`src/rtl/serial_sub_pkg.sv`:
```
`default_nettype none
// ============================================================================
//  Module      : serial_sub_pkg
//  Description : Shared definitions for the bit-serial subtractor: FSM state
//                encoding and the default operand width.
//  Revision    : 1.0 - initial release
// ============================================================================
package serial_sub_pkg;

    localparam int DEFAULT_WIDTH = 8;

    typedef enum logic [1:0] {
        S_IDLE  = 2'd0,
        S_SHIFT = 2'd1,
        S_DONE  = 2'd2
    } state_t;

endpackage : serial_sub_pkg
`default_nettype wire

```
`src/rtl/full_subtractor_bit.sv`:
```
`default_nettype none
// ============================================================================
//  Module      : full_subtractor_bit
//  Description : Combinational 1-bit full subtractor, d = a - b - bin.
//  Ports       : a, b, bin  - operand bits and borrow-in
//                d          - difference bit
//                bout       - borrow-out (1 when a < b + bin)
//  Revision    : 1.0 - initial release
// ============================================================================
module full_subtractor_bit (
    input  logic a,
    input  logic b,
    input  logic bin,
    output logic d,
    output logic bout
);

    assign d    = a ^ b ^ bin;
    // Borrow when a=0,b=1, or when a==b and a borrow is already pending.
    assign bout = (~a & b) | (~(a ^ b) & bin);

endmodule : full_subtractor_bit
`default_nettype wire

```
`src/rtl/serial_subtractor.sv`:
```
`default_nettype none
// ============================================================================
//  Module      : serial_subtractor
//  Description : Bit-serial subtractor, oData = iData_a - iData_b - iB,
//                one bit per clock LSB first, with start/busy/done handshake.
//  Ports       : iClk, iReset      - clock, synchronous active-high reset
//                iStart            - request, only honoured while idle
//                iData_a, iData_b  - minuend / subtrahend, latched on accept
//                iB                - borrow-in, latched on accept
//                oData, oData_B    - last completed difference and borrow-out
//                oBusy             - operation in progress (SHIFT or DONE)
//                oDone             - one-cycle pulse when results update
//  Revision    : 1.0 - initial release
// ============================================================================
module serial_subtractor
    import serial_sub_pkg::*;
#(
    parameter int WIDTH = DEFAULT_WIDTH
) (
    input  logic             iClk,
    input  logic             iReset,
    input  logic             iStart,
    input  logic [WIDTH-1:0] iData_a,
    input  logic [WIDTH-1:0] iData_b,
    input  logic             iB,
    output logic [WIDTH-1:0] oData,
    output logic             oData_B,
    output logic             oBusy,
    output logic             oDone
);

    localparam int             CNT_W       = $clog2(WIDTH);
    localparam logic [CNT_W-1:0] c_lastCount = CNT_W'(WIDTH - 1);

    state_t             r_state;
    state_t             w_stateNext;
    logic [WIDTH-1:0]   r_a;
    logic [WIDTH-1:0]   r_b;
    // Holds the WIDTH-1 most recent difference bits; the final bit is
    // concatenated on the completing edge instead of being stored.
    logic [WIDTH-2:0]   r_res;
    logic               r_borrow;
    logic [CNT_W-1:0]   r_count;
    logic               r_done;

    logic               w_accept;
    logic               w_lastBit;
    logic               w_diffBit;
    logic               w_borrowOut;
    logic [WIDTH-1:0]   w_resNext;

    full_subtractor_bit u_fsBit (
        .a    (r_a[0]),
        .b    (r_b[0]),
        .bin  (r_borrow),
        .d    (w_diffBit),
        .bout (w_borrowOut)
    );

    // Shifting right with the new bit at the MSB leaves, after the last
    // bit, the full LSB-first difference aligned in w_resNext.
    assign w_resNext = {w_diffBit, r_res};

    // ------------------------------------------------------------------
    // FSM state register
    // ------------------------------------------------------------------
    always_ff @(posedge iClk) begin
        if (iReset) begin
            r_state <= S_IDLE;
        end else begin
            r_state <= w_stateNext;
        end
    end

    // ------------------------------------------------------------------
    // FSM next-state and control decode
    // ------------------------------------------------------------------
    always_comb begin
        w_stateNext = r_state;
        w_accept    = 1'b0;
        w_lastBit   = 1'b0;
        oBusy       = 1'b0;
        case (r_state)
            S_IDLE: begin
                if (iStart) begin
                    w_accept    = 1'b1;
                    w_stateNext = S_SHIFT;
                end
            end
            S_SHIFT: begin
                oBusy = 1'b1;
                if (r_count == c_lastCount) begin
                    w_lastBit   = 1'b1;
                    w_stateNext = S_DONE;
                end
            end
            S_DONE: begin
                oBusy       = 1'b1;
                w_stateNext = S_IDLE;
            end
            default: begin
                w_stateNext = S_IDLE;
            end
        endcase
    end

    // ------------------------------------------------------------------
    // Datapath: operand shifters, borrow, counter and result outputs
    // ------------------------------------------------------------------
    always_ff @(posedge iClk) begin
        if (iReset) begin
            r_a      <= '0;
            r_b      <= '0;
            r_res    <= '0;
            r_borrow <= 1'b0;
            r_count  <= '0;
            r_done   <= 1'b0;
            oData    <= '0;
            oData_B  <= 1'b0;
        end else begin
            // Pulses only on the completing edge; cleared by the DONE edge.
            r_done <= w_lastBit;
            if (w_accept) begin
                r_a      <= iData_a;
                r_b      <= iData_b;
                r_borrow <= iB;
                r_count  <= '0;
            end else if (r_state == S_SHIFT) begin
                r_a      <= r_a >> 1;
                r_b      <= r_b >> 1;
                r_res    <= w_resNext[WIDTH-1:1];
                r_borrow <= w_borrowOut;
                r_count  <= r_count + CNT_W'(1);
                if (w_lastBit) begin
                    oData   <= w_resNext;
                    oData_B <= w_borrowOut;
                end
            end
        end
    end

    assign oDone = r_done;

endmodule : serial_subtractor
`default_nettype wire
```
`config.mk`:
```
export PLATFORM = sky130hd
export DESIGN_NAME = serial_subtractor
export DESIGN_NICKNAME = d
export VERILOG_FILES = /design/src/rtl/serial_sub_pkg.sv /design/src/rtl/full_subtractor_bit.sv /design/src/rtl/serial_subtractor.sv
export SDC_FILE = /design/constraint.sdc
export NUM_CORES = 1
export LEC_CHECK = 0
export ABC_AREA = 1
export CAP_MARGIN = 15
export CORE_AREA = 2 2 107 67
export CTS_CLUSTER_SIZE = 24
export DETAILED_ROUTE_END_ITERATION = 10
export DIE_AREA = 0 0 109 69
export PLACE_DENSITY = 0.47
export SLEW_MARGIN = 30
export SYNTH_ARGS = -nofsm -noshare
export SYNTH_HDL_FRONTEND = slang
export SYNTH_HIERARCHICAL = 1
export SYNTH_SLANG_ARGS = --single-unit
```
`constraint.sdc`:
```
create_clock -name iClk -period 1.5 [get_ports iClk]
set_clock_uncertainty 0.05 [all_clocks]
set_input_delay 0.225 -clock iClk [delete_from_list [all_inputs] [get_ports iClk]]
set_output_delay 0.225 -clock iClk [all_outputs]
set_load 0.05 [all_outputs]
```
==> results.yml, run 1 <==
status:
  status: "completed"
die:
  fp.dieW_microns: 109
  die_area_sq_um: 7520
  num_rows: 23
  pin_count: 31
  die_h_microns: 69
  core_area_sq_um: 6530
  start_util_pct: 29.3
layout:
  layout_commonest_cell: "nand2_1"
  area_growth_pct: 32.0
  fillers: 698
  drive_gt1_share_pct: 16.0
  seq_area_sq_um: 782
  diodes: 0
  multiInputGateArea_sq_um: 890
  final_net_count: 318
  final_cell_mix: "82 x nand2_1, 38 x dfxtp_1, 29 x nor2_1"
critical_path:
  slowest_delay_ps: 350
  slowest_stage: "dfxtp_2"
  crit_path_cell_trace: "inv_1, ha_1, buf_12"
  start_kind: "register"
  arrival_ps: 1180
  crit_required_ps: 1220
  path_class: "reg2out"
  worstPathMaxFanout: 3
  end_kind: "output pin"
logic_synthesis:
  yosysSeqAreaShare_pct: 40.8
  yosysWarnings: 6
  netlist_area_sq_um: 1910
  syn_nets: 287
  synthCells: 261
  syn_area_per_cell_sq_um: 7.33
  synth-seq-cells: 39
  ys_types: 20
clock_tree:
  cts_buffers: 5
  cts.path.max_buffers: 2
  clk_pin_slew_ps: 80
  ctsHoldBuffers: 0
  clock_latency_ps: 280
  post_cts_buffers: 0
  root_buffer: "clkbuf_8"
  cts_htree_levels: 2
  cts_tree: "yes"
  cts_sinks: 39
grt:
  grt_pass1_wl_microns: 6720
  grt_pass1_vias: 1500
  antenna_found_initial: 0
  track_usage_pct: 11.0
  grt_max_degree: 26
  grt_overflow: 0
pwr:
  p_total_mw: 2.68
  irDropWorstVdd_mv: 0.386
  leakage_nw: 1.11
  power_density_nw_per_um2: 1060
min_path:
  min_path_type: "reg2reg"
sta:
  slew_headroom_pct: 81.7
  finalHoldViolCount: 0
  fmax_mhz: 685
  min_period_over_period_pct: 97.3
  rsz0062_at_grt: "yes"
  timing.hold.ws_ps: 417
  finalCriticalPeriod_ps: 1460
  finalSetupViolations: 0
  tightestPinTransition_ps: 275
  slew_viol_final: 0
detailed_routing:
  vias_per_cell: 4.17
  ant_nets: 0
  wl_per_cell_microns: 10.1
  vias: 1585
  firstDrtPassIters: 6
  routed_wl_microns: 3850
  drt-initial-drc-count: 66
  drcViolationCount: 0
placed_design:
  gp_congestion: 0.702
  placement.io_buffers: 30
  hpwl_microns: 2660
flow_run:
  cap_violations: 0
## area by class of cell
cell class,count,share of cell area (%)
Clock buffer,6,3.27
Clock inverter,2,1.39
Inverter,30,4.96
Multi-Input combinational cell,179,35.3
Sequential cell,39,31.0
Tap cell,87,4.31
Timing Repair Buffer,37,19.8
## report_power, final
| group | total (mW) | switching (mW) | leakage (nW) | internal (mW) |
|---|---|---|---|---|
| registers | 1.18 | 0.0488 | 0.320 | 1.13 |
| clock network | 0.901 | 0.363 | 0.0612 | 0.538 |
| logic | 0.598 | 0.340 | 0.732 | 0.258 |
## critical path, delay by kind of cell, from the launching register on
family | cells | cell delay [ps]
flip-flops | 1 | 350
adder cells (fa/ha/maj) | 1 | 330
buffers and inverters | 2 | 220
## per-layer routing
layer / track usage, % / vias up / routed length [microns]
li1: - / 868 / -
met1: 16.8 / 688 / 2200
met2: 14.4 / 25 / 1450
met3: 3.69 / 4 / 175
met4: 2.99 / 0 / 28
met5: 0 / - / 0
## sequential cells by signal, indices dropped and copies added (netlist names)
signal / flops
oData: 8
oData_B: 1
oDone: 1
r_a: 8
r_b: 8
r_borrow: 1
r_count: 3
r_res: 7
r_state: 2
## synthesized netlist by cell type
| cell type | number | area share [%] |
|---|---|---|
| a21oi_2 | 11 | 5.0 |
| nand2_1 | 82 | 16 |
| inv_1 | 26 | 5.1 |
| buf_4 | 3 | 1.2 |
| a21oi_1 | 13 | 3.4 |
| inv_2 | 2 | 0.39 |
| xnor2_1 | 1 | 0.46 |
| ha_1 | 5 | 3.3 |
| nand2_4 | 2 | 1.2 |
| inv_4 | 2 | 0.65 |
| nand3b_1 | 7 | 2.7 |
| nand2_2 | 2 | 0.65 |
| buf_8 | 1 | 0.79 |
| buf_2 | 2 | 0.52 |
| dfxtp_1 | 39 | 41 |
| fa_1 | 1 | 1.0 |
| buf_6 | 7 | 4.1 |
| nand3_1 | 19 | 5.0 |
| o21ai_0 | 7 | 1.8 |
| nor2_1 | 29 | 5.7 |
## worst paths after layout
path,start,cells after the start,endpoint,slack (ps)
worst min register to register,r_state[1]$_SDFFE_PP0P_,2,r_state[1]$_SDFFE_PP0P_,420
worst min-delay path,r_state[1]$_SDFFE_PP0P_,2,r_state[1]$_SDFFE_PP0P_,420
worst max register to register,r_count[0]$_SDFFE_PP0P_,8,oData[6]$_SDFFE_PP0P_,150
worst max-delay path,r_state[0]$_SDFFE_PP0P_,3,oBusy,40
## repair_timing
item / CTS / global route
endpoints found under the setup margin: 1 / 29
pin swaps: 0 / 0
gates resized for setup: 1 / 4
## metrics by stage
stage	setup TNS (ps)	setup WS, ps	instance area (sq um)	utilization (%)	instances
final	0	41.0	2520	38.6	380
after global routing	-8.25	-8.25	2520	38.6	380
after CTS	0	27.2	2510	38.5	380
after detailed placement	0	46.3	2390	36.7	372
after global placement	0	47.0	2390	36.7	372
after floorplan	0	246	1910	-	261
## logic make-up after synthesis
kind of cell,after synthesis,synth area share [%]
fa+ha+maj,6,4.32
xor+xnor,1,0.458
buf+inv,43,12.8
compound gates,31,10.3
simple gates,141,31.3
flops,39,40.8
Power figures use the tool's default switching activity.
==> run 2: changes to the inputs <==
TNS_END_PERCENT = 50   (was default)
==> results of run 2 <==
No change in the layout: final DEF, timing and power equal those of run 1.
==> run 3: changes to the inputs <==
--- a/constraint.sdc
+++ b/constraint.sdc
@@ -4,2 +4,2 @@
 set_output_delay 0.225 -clock iClk [all_outputs]
-set_load 0.05 [all_outputs]
+set_load 0.01 [all_outputs]
==> run 3 against run 2 <==
Compared with the run above: global-route usage grew 0.27 points; non-clock buffer count is 2 higher; critical endpoint is now oData[6]; register-to-register slack lost 30 ps; largest cell class unchanged; highest routed layer unchanged; worst setup slack improved by 40 ps; fmax up 2.8%; clock power is 28% lower; largest power group unchanged.
==> results.yml, run 3 (same netlist as run 1, synthesis figures left out) <==
detailed_routing:
  ant_nets: 0
  highest_layer: "met4"
  wl_per_cell_microns: 10.3
  routed_wl_microns: 3920
  drt-initial-drc-count: 51
  wl_met2_microns: 1500
  wl_met3_microns: 203
  drcViolationCount: 0
  vias_per_cell: 4.19
  vias: 1594
  routedLengthMet1_microns: 2200
  firstDrtPassIters: 5
clock_tree:
  clk_pin_slew_ps: 70
  cts.path.max_buffers: 2
  cts_htree_levels: 2
  cts_tree: "yes"
  cts_sinks: 39
  clock_latency_ps: 280
  root_buffer: "clkbuf_8"
  ctsHoldBuffers: 0
  cts_buffers: 5
sta:
  finalSetupViolations: 0
  tightestPinTransition_ps: 283
  rsz0062_at_grt: "yes"
  finalHoldViolCount: 0
  min_period_over_period_pct: 94.6
  slew_headroom_pct: 81.2
  slew_viol_final: 0
  finalCriticalPeriod_ps: 1420
  fmax_mhz: 705
min_path:
  min_path_type: "reg2reg"
  min_from: "r_state[1]$_SDFFE_PP0P_"
die:
  die_h_microns: 69
  fp.dieW_microns: 109
  pin_count: 31
  num_rows: 23
  die_area_sq_um: 7520
  start_util_pct: 29.3
  core_area_sq_um: 6530
status:
  status: "completed"
critical_path:
  cp_top_family: "buffers and inverters"
  worstPathMaxFanout: 2
  start_kind: "register"
  crit_path_cell_trace: "clkdlybuf4s50_1"
  slowest_delay_ps: 530
  startpoint: "oData[6]$_SDFFE_PP0P_"
  crit-reg2reg-launch: "r_count[0]$_SDFFE_PP0P_"
  end_kind: "output pin"
  cp_num_buf_inv: 1
  path_class: "reg2out"
  arrival_ps: 1140
  crit_required_ps: 1220
  slowest_stage: "clkdlybuf4s50_1"
layout:
  area_growth_pct: 24.8
  reg_top3: "oData x8, r_a x8, r_b x8"
  final_cell_mix: "81 x nand2_1, 38 x dfxtp_1, 29 x nor2_1"
  diodes: 0
  drive_gt1_share_pct: 12.6
  fillers: 707
  post-route-util_pct: 36.5
  final_net_count: 320
  layout_commonest_cell: "nand2_1"
pwr:
  power_density_nw_per_um2: 1010
  p_sw_mw: 0.719
  p_total_mw: 2.40
  intPower_mw: 1.68
  power_frac_clock_pct: 27.2
  irDropWorstVdd_mv: 0.386
  p_comb_share_pct: 23.7
  leakage_nw: 1.09
  sw_frac_of_total_pct: 30.0
  seqPwrFrac_pct: 49.0
placed_design:
  hpwl_microns: 2590
  gp_congestion: 0.720
  placement.io_buffers: 30
grt:
  grt_max_degree: 33
  grt_overflow: 0
  antenna_found_initial: 0
  grt_pass1_wl_microns: 6830
  grt_pass1_vias: 1485
  track_usage_pct: 11.3
flow_run:
  cap_violations: 0
==> run 3: cell types whose count changed in the layout (fill, tap and decap cells not counted), moves of 2 or more <==
cell and delta:
buf_12 -11, inv_4 -2, dlymetal6s2s_1 +2, clkdlybuf4s50_1 +8, buf_4 +2
==> run 3: per-stage QoR <==
stage | area, sq um | hold WS, ps | setup WS, ps | instances | TNS, ps
2_1_floorplan | 1910 | 318 | 252 | 261 | 0
3_3_place_gp | 2280 | 407 | 40.7 | 371 | 0
3_5_place_dp | 2280 | 403 | 21.7 | 371 | 0
4_1_cts | 2350 | 414 | 11.3 | 377 | 0
5_1_grt | 2390 | 450 | -26.3 | 380 | -33.6
6_report | 2390 | 412 | 81.0 | 380 | 0
==> run 3: power groups by stage <==
stage	Sequential [mW]	Clock [mW]	Combinational, mW
floorplan	1.19	0	0.448
global placement	1.20	0	0.576
detailed placement	1.20	0	0.573
CTS	1.18	0.682	0.575
global route	1.19	0.724	0.644
finish	1.18	0.653	0.569
==> run 3: routing by layer <==
metal,vias up,GRT usage (%)
li1,867,-
met1,700,16.4
met2,25,15.9
met3,2,3.78
met4,0,2.56
met5,-,0
==> run 3: final cells by class <==
type                            count  area, sq um  area share [%]
Clock buffer                        6         72.6            3.04
Inverter                           30          125            5.24
Multi-Input combinational cell    179          892            37.4
Sequential cell                    39          782            32.8
Tap cell                           87          109            4.56
Timing Repair Buffer               39          405            17.0
==> run 3: worst paths after layout <==
check / end / slack, ps / depth (start not counted)
worst max register to register: oData[3]$_SDFFE_PP0P_ / 120 / 8
worst min register to register: r_state[1]$_SDFFE_PP0P_ / 410 / 2
worst min-delay path: r_state[1]$_SDFFE_PP0P_ / 410 / 2
worst max-delay path: oData[6] / 80 / 1
==> run 3: repair_timing <==
action	CTS	global route
endpoints found under the setup margin	1	31
buffers inserted	0	3
resized for setup	3	8
pin swaps	0	0
==> run 3: worst reg2reg max path: cells and delay by family, from the launching register on <==
kind	cells	cell delay [ps]
adder cells (fa/ha/maj)	2	410
flip-flops	1	320
AND/OR/NAND/NOR	4	300
buffers and inverters	2	250
